$ cat config.mk
export PLATFORM = sky130hd
export DESIGN_NAME = mem_port_arbiter_flat
export DESIGN_NICKNAME = d
export VERILOG_FILES = /design/src/rtl/mem_port_arbiter_pkg.sv /design/src/rtl/mem_port_arbiter_if.sv /design/src/rtl/mem_port_arbiter_starve_counter.sv /design/src/rtl/mem_port_arbiter.sv /design/src/flat_wrapper.sv
export SDC_FILE = /design/constraint.sdc
export NUM_CORES = 1
export LEC_CHECK = 0
export ABC_AREA = 1
export BUFFER_PORTS_ARGS = -buffer_cell sky130_fd_sc_hd__buf_4
export CAP_MARGIN = 20
export CORE_UTILIZATION = 42
export DETAILED_ROUTE_END_ITERATION = 7
export GPL_ROUTABILITY_DRIVEN = 0
export PLACE_DENSITY_LB_ADDON = 0.3
export SETUP_SLACK_MARGIN = 0.4
export SYNTH_ARGS = -nofsm -noshare
export SYNTH_HDL_FRONTEND = slang
export SYNTH_HIERARCHICAL = 1
export SYNTH_SLANG_ARGS = --single-unit
$ cat constraint.sdc
create_clock -name clk -period 1.7 [get_ports clk]
set_input_delay 0.085 -clock clk [delete_from_list [all_inputs] [get_ports clk]]
set_output_delay 0.085 -clock clk [all_outputs]
set_load 0.03 [all_outputs]
$ cat src/rtl/mem_port_arbiter_pkg.sv
// rtl/mem_port_arbiter_pkg.sv - state encodings and side-select helpers for the unified-memory arbiter
package mem_port_arbiter_pkg;

   typedef logic [1:0] arb_state_t;

   localparam logic [1:0] ST_IDLE    = 2'd0;
   localparam logic [1:0] ST_BUSY_I  = 2'd1;
   localparam logic [1:0] ST_BUSY_D  = 2'd2;
   localparam logic [1:0] ST_DRAIN_I = 2'd3;

   localparam logic SIDE_I = 1'b0;
   localparam logic SIDE_D = 1'b1;

   // D-side wins ties unless the I-side has been starved long enough
   function automatic logic pick_side(input logic elig_i, input logic elig_d, input logic force_i);
      return (elig_i && (!elig_d || force_i)) ? SIDE_I : SIDE_D;
   endfunction

endpackage

$ cat src/rtl/mem_port_arbiter_if.sv
// rtl/mem_port_arbiter_if.sv - fetch, data and memory-side signals of the port arbiter
interface mem_port_arbiter_if #(
   parameter int ADDR_W = 32,
   parameter int DATA_W = 32
);
   logic              i_req;
   logic [ADDR_W-1:0] i_addr;
   logic              i_cancel;
   logic              i_ack;
   logic [DATA_W-1:0] i_rdata;

   logic              d_req;
   logic              d_we;
   logic [ADDR_W-1:0] d_addr;
   logic [DATA_W-1:0] d_wdata;
   logic              d_ack;
   logic [DATA_W-1:0] d_rdata;

   logic              mem_req;
   logic              mem_we;
   logic [ADDR_W-1:0] mem_addr;
   logic [DATA_W-1:0] mem_wdata;
   logic              mem_rvalid;
   logic [DATA_W-1:0] mem_rdata;

   logic              stall_o;

   modport slave (
      input  i_req, i_addr, i_cancel, d_req, d_we, d_addr, d_wdata, mem_rvalid, mem_rdata,
      output i_ack, i_rdata, d_ack, d_rdata, mem_req, mem_we, mem_addr, mem_wdata, stall_o
   );

   modport master (
      output i_req, i_addr, i_cancel, d_req, d_we, d_addr, d_wdata, mem_rvalid, mem_rdata,
      input  i_ack, i_rdata, d_ack, d_rdata, mem_req, mem_we, mem_addr, mem_wdata, stall_o
   );

endinterface

$ cat src/rtl/mem_port_arbiter_starve_counter.sv
// rtl/mem_port_arbiter_starve_counter.sv - saturating count of consecutive I-side losses
module arb_starve_counter #(
   parameter int MAX = 4
) (
   input  logic clk,
   input  logic rst,
   input  logic inc,
   input  logic clr,
   output logic at_max
);
   localparam int W = $clog2(MAX + 1);
   localparam logic [W-1:0] MAX_V = W'(MAX);

   logic [W-1:0] cnt_q, cnt_d;

   always_comb begin
      cnt_d = cnt_q;
      if (clr) begin
         cnt_d = '0;
      end else if (inc && (cnt_q != MAX_V)) begin
         cnt_d = cnt_q + 1'b1;
      end
   end

   always_ff @(posedge clk or negedge rst) begin
      if (!rst) begin
         cnt_q <= '0;
      end else begin
         cnt_q <= cnt_d;
      end
   end

   assign at_max = (cnt_q == MAX_V);

endmodule

$ cat src/rtl/mem_port_arbiter.sv
// rtl/mem_port_arbiter.sv - one-outstanding-transaction arbiter sharing a unified memory between fetch and data
module mem_port_arbiter #(
   parameter int ADDR_W     = 32,
   parameter int DATA_W     = 32,
   parameter int STARVE_MAX = 4
) (
   input  logic              clk,
   input  logic              rst,
   mem_port_arbiter_if.slave bus
);
   import mem_port_arbiter_pkg::*;

   arb_state_t        state_q, state_d;
   logic              mem_req_q, mem_req_d;
   logic              mem_we_q, mem_we_d;
   logic [ADDR_W-1:0] mem_addr_q, mem_addr_d;
   logic [DATA_W-1:0] mem_wdata_q, mem_wdata_d;
   logic              i_ack_q, i_ack_d;
   logic              d_ack_q, d_ack_d;
   logic [DATA_W-1:0] i_rdata_q, i_rdata_d;
   logic [DATA_W-1:0] d_rdata_q, d_rdata_d;
   logic              elig_i, elig_d;
   logic              grant_i, grant_d;
   logic              starve_at_max;

   // a requester whose ack is high this cycle is finishing, not asking again
   assign elig_i = bus.i_req & ~i_ack_q;
   assign elig_d = bus.d_req & ~d_ack_q;

   arb_starve_counter #(.MAX(STARVE_MAX)) u_starve (
      .clk    (clk),
      .rst    (rst),
      .inc    (elig_i & elig_d & grant_d),
      .clr    (grant_i),
      .at_max (starve_at_max)
   );

   always_comb begin
      state_d     = state_q;
      mem_req_d   = 1'b0;
      mem_we_d    = mem_we_q;
      mem_addr_d  = mem_addr_q;
      mem_wdata_d = mem_wdata_q;
      i_ack_d     = 1'b0;
      d_ack_d     = 1'b0;
      i_rdata_d   = i_rdata_q;
      d_rdata_d   = d_rdata_q;
      grant_i     = 1'b0;
      grant_d     = 1'b0;
      case (state_q)
         ST_IDLE: begin
            if (elig_i || elig_d) begin
               mem_req_d = 1'b1;
               if (pick_side(elig_i, elig_d, starve_at_max) == SIDE_I) begin
                  grant_i    = 1'b1;
                  state_d    = ST_BUSY_I;
                  mem_we_d   = 1'b0;
                  mem_addr_d = bus.i_addr;
               end else begin
                  grant_d     = 1'b1;
                  state_d     = ST_BUSY_D;
                  mem_we_d    = bus.d_we;
                  mem_addr_d  = bus.d_addr;
                  mem_wdata_d = bus.d_wdata;
               end
            end
         end
         ST_BUSY_I: begin
            // a redirected fetch still owns the bus until its response drains
            if (bus.i_cancel) begin
               state_d = bus.mem_rvalid ? ST_IDLE : ST_DRAIN_I;
            end else if (bus.mem_rvalid) begin
               i_rdata_d = bus.mem_rdata;
               i_ack_d   = 1'b1;
               state_d   = ST_IDLE;
            end
         end
         ST_BUSY_D: begin
            if (bus.mem_rvalid) begin
               if (!mem_we_q) begin
                  d_rdata_d = bus.mem_rdata;
               end
               d_ack_d = 1'b1;
               state_d = ST_IDLE;
            end
         end
         ST_DRAIN_I: begin
            if (bus.mem_rvalid) begin
               state_d = ST_IDLE;
            end
         end
         default: state_d = ST_IDLE;
      endcase
   end

   always_ff @(posedge clk or negedge rst) begin
      if (!rst) begin
         state_q     <= ST_IDLE;
         mem_req_q   <= 1'b0;
         mem_we_q    <= 1'b0;
         mem_addr_q  <= '0;
         mem_wdata_q <= '0;
         i_ack_q     <= 1'b0;
         d_ack_q     <= 1'b0;
         i_rdata_q   <= '0;
         d_rdata_q   <= '0;
      end else begin
         state_q     <= state_d;
         mem_req_q   <= mem_req_d;
         mem_we_q    <= mem_we_d;
         mem_addr_q  <= mem_addr_d;
         mem_wdata_q <= mem_wdata_d;
         i_ack_q     <= i_ack_d;
         d_ack_q     <= d_ack_d;
         i_rdata_q   <= i_rdata_d;
         d_rdata_q   <= d_rdata_d;
      end
   end

   assign bus.mem_req   = mem_req_q;
   assign bus.mem_we    = mem_we_q;
   assign bus.mem_addr  = mem_addr_q;
   assign bus.mem_wdata = mem_wdata_q;
   assign bus.i_ack     = i_ack_q;
   assign bus.d_ack     = d_ack_q;
   assign bus.i_rdata   = i_rdata_q;
   assign bus.d_rdata   = d_rdata_q;
   assign bus.stall_o   = elig_i | elig_d;

endmodule
$ cat src/flat_wrapper.sv
// flat-port wrapper written by rule: the top's interface ports become plain ports
module mem_port_arbiter_flat import mem_port_arbiter_pkg::*;
#(
   parameter int ADDR_W     = 32,
   parameter int DATA_W     = 32,
   parameter int STARVE_MAX = 4
)
  (clk, rst, bus_i_req, bus_i_addr, bus_i_cancel, bus_d_req, bus_d_we, bus_d_addr, bus_d_wdata, bus_mem_rvalid, bus_mem_rdata, bus_i_ack, bus_i_rdata, bus_d_ack, bus_d_rdata, bus_mem_req, bus_mem_we, bus_mem_addr, bus_mem_wdata, bus_stall_o);
  mem_port_arbiter_if #(.ADDR_W(ADDR_W), .DATA_W(DATA_W)) bus_i ();
  input  logic clk;
  input  logic rst;
  input wire logic [$bits(bus_i.i_req)-1:0] bus_i_req;
  input wire logic [$bits(bus_i.i_addr)-1:0] bus_i_addr;
  input wire logic [$bits(bus_i.i_cancel)-1:0] bus_i_cancel;
  input wire logic [$bits(bus_i.d_req)-1:0] bus_d_req;
  input wire logic [$bits(bus_i.d_we)-1:0] bus_d_we;
  input wire logic [$bits(bus_i.d_addr)-1:0] bus_d_addr;
  input wire logic [$bits(bus_i.d_wdata)-1:0] bus_d_wdata;
  input wire logic [$bits(bus_i.mem_rvalid)-1:0] bus_mem_rvalid;
  input wire logic [$bits(bus_i.mem_rdata)-1:0] bus_mem_rdata;
  output wire logic [$bits(bus_i.i_ack)-1:0] bus_i_ack;
  output wire logic [$bits(bus_i.i_rdata)-1:0] bus_i_rdata;
  output wire logic [$bits(bus_i.d_ack)-1:0] bus_d_ack;
  output wire logic [$bits(bus_i.d_rdata)-1:0] bus_d_rdata;
  output wire logic [$bits(bus_i.mem_req)-1:0] bus_mem_req;
  output wire logic [$bits(bus_i.mem_we)-1:0] bus_mem_we;
  output wire logic [$bits(bus_i.mem_addr)-1:0] bus_mem_addr;
  output wire logic [$bits(bus_i.mem_wdata)-1:0] bus_mem_wdata;
  output wire logic [$bits(bus_i.stall_o)-1:0] bus_stall_o;
  assign bus_i.i_req = bus_i_req;
  assign bus_i.i_addr = bus_i_addr;
  assign bus_i.i_cancel = bus_i_cancel;
  assign bus_i.d_req = bus_d_req;
  assign bus_i.d_we = bus_d_we;
  assign bus_i.d_addr = bus_d_addr;
  assign bus_i.d_wdata = bus_d_wdata;
  assign bus_i.mem_rvalid = bus_mem_rvalid;
  assign bus_i.mem_rdata = bus_mem_rdata;
  assign bus_i_ack = bus_i.i_ack;
  assign bus_i_rdata = bus_i.i_rdata;
  assign bus_d_ack = bus_i.d_ack;
  assign bus_d_rdata = bus_i.d_rdata;
  assign bus_mem_req = bus_i.mem_req;
  assign bus_mem_we = bus_i.mem_we;
  assign bus_mem_addr = bus_i.mem_addr;
  assign bus_mem_wdata = bus_i.mem_wdata;
  assign bus_stall_o = bus_i.stall_o;
  mem_port_arbiter #(.ADDR_W(ADDR_W), .DATA_W(DATA_W), .STARVE_MAX(STARVE_MAX)) u_core (.clk(clk), .rst(rst), .bus(bus_i));
endmodule
=== Yosys cells after proc, flatten, opt, wreduce, memory -nomap -nowiden ===
Cells that the tools add are included.
W data, S select, Z words.

* Flip-flop bits (word level): 137
* Bits of input ports: 135
* Output and inout bits: 133

* Add/subtract/negate cells: 1
* Eq/ne operators: 6
* Multiplexer cells: 22
* Bitwise gates (word level): 10
* Reduce and logical (&&, ||, !) cells: 12

{| class="wikitable"
|+ Operators with widths
! operator !! number
|-
| $mux W32 || 1
|-
| $mux W1 || 13
|-
| $mux W2 || 5
|-
| $reduce_and A3 Y1 || 3
|-
| $mux W3 || 2
|-
| $pmux W2 S3 || 1
|-
| $not A1 Y1 || 5
|-
| $and A1 B1 Y1 || 4
|-
| $eq A2 B2 Y1 const B || 2
|-
| $add A3 B1 Y3 const B || 1
|-
| $eq A3 B3 Y1 const B || 1
|-
| $ne A3 B3 Y1 const B || 1
|-
| $eq A2 B1 Y1 const B || 1
|-
| $logic_and A1 B1 Y1 || 2
|-
| $logic_not A2 Y1 || 1
|-
| $logic_or A1 B1 Y1 || 2
|-
| $ne A2 B1 Y1 const B || 1
|-
| $reduce_and A2 Y1 || 1
|-
| $reduce_bool A2 Y1 || 1
|-
| $reduce_or A2 Y1 || 1
|-
| $logic_not A1 Y1 || 1
|-
| $or A1 B1 Y1 || 1
|}

=== Longest topological paths before layout ===
Gate-level depths: netlist (run 1).

* Word-level depth: 12
* Gate-level depth with buffers: 13

=== Hierarchy ===
The synthesis (run 1) kept the hierarchy.

{| class="wikitable"
|+ Modules (own cells, without submodules)
! module !! instances !! cells an instance !! area each (µm²) !! sequential area each (µm²)
|-
| mem_port_arbiter || 1 || 684 || 5,686.7 || 3,353.2
|-
| arb_starve_counter || 1 || 25 || 185.2 || 75.1
|}

=== Worst setup path before layout (run 1) ===
No wires, ideal clock.

* Path kind: register to register
* Start: reg u_core.u_starve.cnt_q[0]
* End: reg u_core.u_starve.cnt_q[2]
* Arrival time: 1,702 ps
* Data required time: 1,583 ps
* Path slack: -119 ps
* Cell stages (with the launch flop): 14
* Path buffers: 1
* Period minus slack after synthesis: 1,819 ps
* Cell sequence: dfrtp_1 -> inv_1 -> ha_1 -> nand2_2 -> inv_1 -> inv_1 -> nand3_1 -> clkbuf_1 -> nor3_1 -> nand2_1 -> inv_1 -> nand2_1 -> nand2_1 -> nor2_1

* Cells in the longest elaborated chain, start to end: 9

{| class="wikitable"
|+ RTL lines
! element !! line !! RTL
|-
| from (decl) || mem_port_arbiter_starve_counter.sv:14 || <nowiki>logic [W-1:0] cnt_q, cnt_d;</nowiki>
|-
| from (signal assigned) || mem_port_arbiter_starve_counter.sv:29 || <nowiki>cnt_q <= cnt_d;</nowiki>
|-
| $eq A3 B3 Y1 * || mem_port_arbiter_starve_counter.sv:33 || <nowiki>assign at_max = (cnt_q == MAX_V);</nowiki>
|-
| via u_core.starve_at_max || mem_port_arbiter.sv:24 || <nowiki>logic starve_at_max;</nowiki>
|-
| $logic_or A1 B1 Y1 * || mem_port_arbiter_pkg.sv:16 || <nowiki>return (elig_i && (!elig_d || force_i)) ? SIDE_I : SIDE_D;</nowiki>
|-
| $logic_and A1 B1 Y1 * || mem_port_arbiter_pkg.sv:16 ||
|-
| $mux W1 || mem_port_arbiter.sv:54 || <nowiki>if (pick_side(elig_i, elig_d, starve_at_max) == SIDE_I) begin</nowiki>
|-
| $mux W1 || mem_port_arbiter.sv:52 || <nowiki>if (elig_i || elig_d) begin</nowiki>
|-
| $mux W1 || mem_port_arbiter.sv:50 || <nowiki>case (state_q)</nowiki>
|-
| $and A1 B1 Y1 || mem_port_arbiter.sv:33 || <nowiki>.inc (elig_i & elig_d & grant_d),</nowiki>
|-
| $logic_and A1 B1 Y1 || mem_port_arbiter_starve_counter.sv:20 || <nowiki>end else if (inc && (cnt_q != MAX_V)) begin</nowiki>
|-
| $reduce_bool A2 Y1 (no source line) || -- ||
|}

Mark *: on every way through the listed nets, which the timed path passes. The rest lies on a longest branch. The select of a mux whose other input is x is not followed.
A chain may end at the register's enable or synchronous reset.

=== Worst setup path after layout (run 1) ===
* Start: reg u_core.u_starve.cnt_q[0]
* End: reg u_core.mem_addr_q[15], in the netlist u_core/bus.mem_addr[15]

* Cells in the longest elaborated chain, start to end: 4

{| class="wikitable"
|+ RTL lines
! element !! line !! RTL
|-
| $eq A3 B3 Y1 || mem_port_arbiter_starve_counter.sv:33 ||
|-
| via u_core.starve_at_max || mem_port_arbiter.sv:24 ||
|-
| $logic_or A1 B1 Y1 || mem_port_arbiter_pkg.sv:16 ||
|-
| $logic_and A1 B1 Y1 || mem_port_arbiter_pkg.sv:16 ||
|-
| $mux W32 || mem_port_arbiter.sv:54 ||
|-
| to (signal assigned) || mem_port_arbiter.sv:111 || <nowiki>mem_addr_q <= mem_addr_d;</nowiki>
|-
| to (decl) || mem_port_arbiter.sv:16 || <nowiki>logic [ADDR_W-1:0] mem_addr_q, mem_addr_d;</nowiki>
|}

The timed path passes the listed nets, and every way through them passes these cells.

==> results of run 1 <==
## placed cells by master (no fill, tap or decap), types with 2 or more instances in the layout
cell           synthesis  final
nand3_1              101     68
nand3_2                0     29
dlygate4sd3_1          0    123
bufinv_16              0      5
dfrtp_2                0      4
nand2_1              240    185
buf_6                  0      6
clkinv_2               0      2
buf_16                 0      7
inv_1                108    101
inv_2                  2      8
nand2_2                2     38
dfrtp_1              137    133
clkinvlp_4             0      3
clkbuf_16              0     27
o21ai_0               59     40
nor2_4                 0      3
diode_2                0      2
nand2_4                0     18
buf_8                  0      2
nor2_1                 6      3
o21ai_1                8     12
buf_12                 0     18
nand4_1                2      2
nand3_4                0      8
buf_4                  8    284
clkbuf_8               0      3
o21ai_2                0     15
## report_power, final
group | internal (mW) | total, mW | leakage [nW] | switching, mW
Clock | 2.72 | 4.14 | 0.316 | 1.42
Sequential | 4.82 | 5.91 | 1.70 | 1.08
Combinational | 4.26 | 11.1 | 4.09 | 6.88
## area by class of cell
type / instances / area (sq um) / area share (%)
Clock buffer: 21 / 470.5 / 4.108
Clock inverter: 11 / 191.4 / 1.672
Timing Repair Buffer: 450 / 4264 / 37.24
Antenna cell: 2 / 5.005 / 0.04371
Multi-Input combinational cell: 427 / 2451 / 21.41
Tap cell: 176 / 220.2 / 1.923
Inverter: 110 / 415.4 / 3.628
Sequential cell: 137 / 3433 / 29.98
## synthesized netlist by cell type
master    instances  area [sq um]
buf_4             8         60.06
nor2_1            6         22.52
ha_1              2         25.02
dfrtp_1         137          3428
buf_2            16         80.08
nand2_1         240         900.9
buf_1             2         7.510
o21ai_1           8         40.04
nor2_2            1         6.260
nand2_2           2         12.51
clkbuf_1         13         48.80
o21ai_0          59         295.3
inv_2             2         7.510
inv_1           108         405.4
nand3_1         101         505.5
nand4_1           2         12.51
nor3_1            1         5.000
a21oi_2           1         8.760
## logic make-up after synthesis
group                    count (synthesis)  share of synthesized area (%)
buffers and inverters                  149                          10.38
adder cells (fa/ha/maj)                  2                         0.4261
AND/OR/NAND/NOR                        353                          24.95
flip-flops                             137                          58.38
AO/OA/AOI/OAI                           68                          5.860
## per-layer routing
layer / vias up / wire, microns / part of all wire [%]
met5: - / 0 / 0
li1: 3081 / - / -
met3: 122 / 2094 / 8.0
met2: 414 / 13370 / 51
met4: 0 / 1532 / 5.8
met1: 3385 / 9280 / 35
## worst paths after layout
check | startpoint | endpoint | slack [ps] | cells after the start
worst max-delay path | u_core/u_starve/cnt_q[0] | u_core/bus.mem_addr[15] | -10 | 13
worst min-delay path | bus_i_addr[25] | u_core/bus.mem_addr[25] | 40 | 5
worst max register to register | u_core/u_starve/cnt_q[0] | u_core/bus.mem_addr[15] | -10 | 13
worst min register to register | u_core/bus.mem_wdata[6] | u_core/bus.mem_wdata[6] | 480 | 2
max in group asynchronous | rst | u_core/bus.mem_wdata[0] | 870 | 3
min in group asynchronous | rst | u_core/bus.mem_addr[16] | 220 | 2
## critical path: cells and delay by family, from the launching register on
| family | cells | cell delay (ps) |
|---|---|---|
| buf+inv | 6 | 540 |
| simple gates | 6 | 510 |
| flops | 1 | 360 |
| fa+ha+maj | 1 | 170 |
## repair_timing
| action | 4_1_cts | 5_1_grt |
|---|---|---|
| buffers inserted | 16 | 8 |
| endpoints found under the setup margin | 103 | 116 |
| gates cloned | 10 | 15 |
| hold buffers | 123 | 0 |
| resized for setup | 48 | 122 |
| endpoints found under the hold margin | 179 | 0 |
| pin swaps | 19 | 37 |
## metrics by stage
step | TNS (ps) | cell area [sq um] | instances | setup WS (ps) | utilization [%]
2_1_floorplan | 0 | 5998 | 709 | 113.2 | -
3_3_place_gp | 0 | 8223 | 1128 | 50.36 | 61.12
3_5_place_dp | -463.9 | 8223 | 1128 | -37.03 | 61.12
4_1_cts | 0 | 10700 | 1309 | 112.0 | 79.54
5_1_grt | -124.9 | 11450 | 1334 | -43.52 | 85.12
6_report | -13.79 | 11450 | 1334 | -13.79 | 85.12
## registers in the layout (all words and copies together) (netlist names), 2 cells and up
register and cells:
u_core/bus.mem_addr 32, u_core/bus.mem_wdata 32, u_core/u_starve/cnt_q 3, u_core/bus.i_rdata 32, u_core/bus.d_rdata 32, u_core/state_q 2
==> flow_summary.json, run 1 <==
{
  "via_count": 7002,
  "grt_pass1_vias": 7049,
  "area_growth_pct": 95.01,
  "initial_core_util_pct": 43.65,
  "synthCells": 709,
  "critPathMaxStageDelay_ps": 360,
  "power-per-cell-area_mw_per_mm2": 1850,
  "worst_slew_pin_slew_ps": 519.1,
  "grt_use_met2_pct": 54.99,
  "cts.sink_count": 137,
  "grt_max_degree": 65,
  "portBuffers": 267,
  "rows": 42,
  "antenna_found_initial": 2,
  "timing.slew.headroom_pct": 65.39,
  "required_ps": 1980,
  "finalCritPeriodShare_pct": 100.8,
  "syn_nets": 846,
  "fp.dieH_microns": 120.2,
  "ys_seq_area_share_pct": 58.38,
  "grt_usage_pct": 31.91,
  "finalClockSkew_ps": 11.39,
  "cts_tree": "built",
  "critical_path.slowest_cell": "dfrtp_1",
  "ir_drop_mv": 1.346,
  "cp-end-kind": "flop",
  "final.min_clock_period_ps": 1714,
  "status": "finished with violations",
  "avgViaCountPerCell": 5.249,
  "h-tree-depth": 4,
  "cts.path.max_buffers": 2,
  "dpl.hpwl_microns": 11710,
  "synth_warnings": 6,
  "drt_iter0_markers": 514,
  "power_mw": 21.18,
  "arrival_ps": 1990,
  "finalHoldViolCount": 0,
  "fp.dieW_microns": 120.2,
  "busiest_layer": "met2",
  "numCtsBuffers": 17,
  "path_clk_slew_ps": 60,
  "power_leakage_nw": 6.110,
  "synth_area_sq_mm": 0.005872,
  "violations": "setup timing",
  "cp_common_cell": "inv_2",
  "rsz0062_at_grt": "true",
  "synth.ff_latch_count": 137,
  "whs_ps": 35.45,
  "ys_types": 18,
  "postLayoutSetupSlackWorst_ps": -13.79,
  "min_path_type": "in -> reg",
  "max_freq_mhz": 583.5,
  "drive_gt1_share_pct": 42.13,
  "grt_pass1_wl_microns": 35100,
  "clock_latency_ps": 410,
  "crit_chain": "inv_2 > ha_4 > nand2_4 > inv_2 > inv_2 > nand3_4 > nand2_8 > buf_12 > buf_12 > buf_16 > nand2_2 > nand3_1 > nand2_1",
  "avgSynthCellArea_sq_um": 8.282,
  "nets": 1280,
  "finalSetupViolCount": 1,
  "critPathMaxFanout": 5,
  "grtUsageMet3_pct": 8.585,
  "drc": 0,
  "first_pass_iters": 6,
  "wl_microns": 26270,
  "grt.overflow.total": 0,
  "dieArea_sq_mm": 0.01446,
  "cts-root-buf": "clkbuf_16",
  "antenna_left": 0,
  "wl_per_cell_microns": 19.69,
  "max-cap-violations": 0,
  "n_fill_cell": 710,
  "slew_viol_final": 0,
  "critPathKind": "reg -> reg",
  "core-area_sq_mm": 0.01345,
  "use_met1_pct": 34.97,
  "critPathLaunchType": "flop",
  "io_pins": 268
}
Note: power is estimated with default switching activity, not from simulation.
==> run 2, diff against run 1 <==
- BUFFER_PORTS_ARGS: -buffer_cell sky130_fd_sc_hd__buf_4 -> -buffer_cell sky130_fd_sc_hd__buf_2
- CTS_CLUSTER_DIAMETER: default -> 30
==> run 2 against run 1 <==
Effect of this change: the flow now finishes without violations; global-route usage decreased by 2.3 points; setup slack improved by 56 ps; hold slack got worse by 14 ps; register-to-register slack improved by 60 ps; flip-flop and latch count unchanged; non-clock buffer count decreased by 1; routed wire length decreased by 9.6%; final area decreased by 6.3%; sequential share of layout area increased by 2.0 points; critical endpoint is now u_core/bus.mem_addr[10]; highest routed layer unchanged.
==> flow_summary.json, run 2 (same netlist as run 1, synthesis figures left out) <==
{
  "path_clk_slew_ps": 60,
  "grt_pass1_vias": 6658,
  "core-area_sq_mm": 0.01345,
  "max-cap-violations": 0,
  "via_count": 6746,
  "reg2reg_slack_ps": 40,
  "cp-end-kind": "flop",
  "finalSetupViolCount": 0,
  "antenna_found_initial": 2,
  "required_ps": 2050,
  "slew_viol_final": 0,
  "area_growth_pct": 82.74,
  "power-per-cell-area_mw_per_mm2": 1818,
  "finalHoldViolCount": 0,
  "drive_gt1_share_pct": 41.68,
  "critPathKind": "reg -> reg",
  "final.min_clock_period_ps": 1658,
  "portBuffers": 267,
  "n_fill_cell": 877,
  "status": "finished clean",
  "max_freq_mhz": 603.3,
  "cts-root-buf": "clkbuf_16",
  "fp.dieW_microns": 120.2,
  "clock_latency_ps": 420,
  "nets": 1279,
  "h-tree-depth": 4,
  "wl_per_cell_microns": 17.82,
  "finalClockSkew_ps": 11.26,
  "finalCritPeriodShare_pct": 97.51,
  "arrival_ps": 2010,
  "whs_ps": 21.09,
  "drt_iter0_markers": 655,
  "cts.path.max_buffers": 2,
  "avgViaCountPerCell": 5.065,
  "numCtsBuffers": 17,
  "cts.sink_count": 137,
  "wl_met3_microns": 1787,
  "power_leakage_nw": 5.896,
  "antenna_left": 0,
  "dieArea_sq_mm": 0.01446,
  "final_cell_mix": "265 x buf_2, 184 x nand2_1, 134 x dfrtp_1",
  "met2WireLength_microns": 12040,
  "final_common_cell": "buf_2",
  "initial_core_util_pct": 43.65,
  "critPathMaxFanout": 6,
  "first_pass_iters": 5,
  "topRoutingLayerUsed": "met4",
  "drc": 0,
  "min_path_type": "in -> reg",
  "grt_max_degree": 65,
  "grt_pass1_wl_microns": 32830,
  "dpl.hpwl_microns": 11260,
  "worst_slew_pin_slew_ps": 421.0,
  "grt_usage_pct": 29.62,
  "ir_drop_mv": 1.148,
  "wl_microns": 23740,
  "power_mw": 19.51,
  "cts_tree": "built",
  "rsz0062_at_grt": "true",
  "fp.dieH_microns": 120.2,
  "timing.slew.headroom_pct": 71.93,
  "wl_met1_microns": 8903,
  "io_pins": 268,
  "layout.area.seq_sq_mm": 0.003432,
  "multi_input_area_sq_mm": 0.002439,
  "rows": 42,
  "critPathLaunchType": "flop",
  "grt.overflow.total": 0
}
==> run 2: changes by cell type in the layout (fill, tap and decap cells not counted), moves of 2 or more <==
| cell | before | now |
|---|---|---|
| o21ai_1 | 12 | 27 |
| inv_6 | 1 | 3 |
| o21ai_2 | 15 | 13 |
| buf_12 | 18 | 21 |
| bufinv_16 | 5 | 2 |
| buf_2 | 0 | 265 |
| buf_4 | 284 | 15 |
| o21ai_0 | 40 | 27 |
==> run 2: report_power, final <==
| group | internal, mW | leakage, nW | switching [mW] |
|---|---|---|---|
| sequential | 4.82 | 1.70 | 1.02 |
| clock | 2.25 | 0.280 | 1.45 |
| combinational | 3.35 | 3.91 | 6.62 |
| total | 10.4 | 5.90 | 9.09 |
==> run 2: what timing repair did <==
item,in CTS,in global routing
resized for setup,37,142
buffers inserted,15,9
setup endpoints to repair,104,135
hold buffers,124,0
pin swaps,24,36
endpoints found under the hold margin,248,0
gates cloned,8,17
==> run 2: metrics by stage <==
stage	TNS (ps)	worst slack (ps)	cells	util [%]	cell area [sq um]
final	0	42.35	1332	79.76	10730
after global routing	0	9.786	1332	79.76	10730
after CTS	0	139.3	1304	73.44	9879
after detailed placement	-252.1	-22.32	1126	56.06	7542
after global placement	0	45.43	1126	56.06	7542
after floorplan	0	113.2	709	-	5998
==> run 2: worst paths after layout <==
check	from	end	depth (start not counted)
setup / recovery	u_core/u_starve/cnt_q[1]	u_core/bus.mem_addr[10]	13
hold / removal	bus_i_addr[6]	u_core/bus.mem_addr[6]	5
setup reg to reg	u_core/u_starve/cnt_q[1]	u_core/bus.mem_addr[10]	13
hold reg to reg	u_core/bus.mem_addr[17]	u_core/bus.mem_addr[17]	2
max in group asynchronous	rst	u_core/bus.mem_addr[27]	3
min in group asynchronous	rst	u_core/bus.mem_addr[16]	2
==> run 2: critical path: stages (launching register included) <==
cell and delay, ps:
dfrtp_1 390, inv_2 70, ha_4 150, nand2_4 50, inv_2 50, inv_2 40, nand3_4 110, nand2_8 100
buf_12 140, buf_12 120, clkbuf_16 160, nand2_2 70, nand3_2 70, nand2_1 80
==> run 2: cell type report <==
class,instances,area share [%]
Clock buffer,19,4.221
Multi-Input combinational cell,427,22.73
Sequential cell,137,31.98
Antenna cell,2,0.04664
Inverter,110,3.848
Tap cell,176,2.052
Clock inverter,12,1.318
Timing Repair Buffer,449,33.80
==> run 2: metal layers <==
metal / GRT usage [%] / vias up
li1: - / 3076
met1: 34.16 / 3202
met2: 49.50 / 384
met3: 7.830 / 84
met4: 17.59 / 0
met5: 0 / -
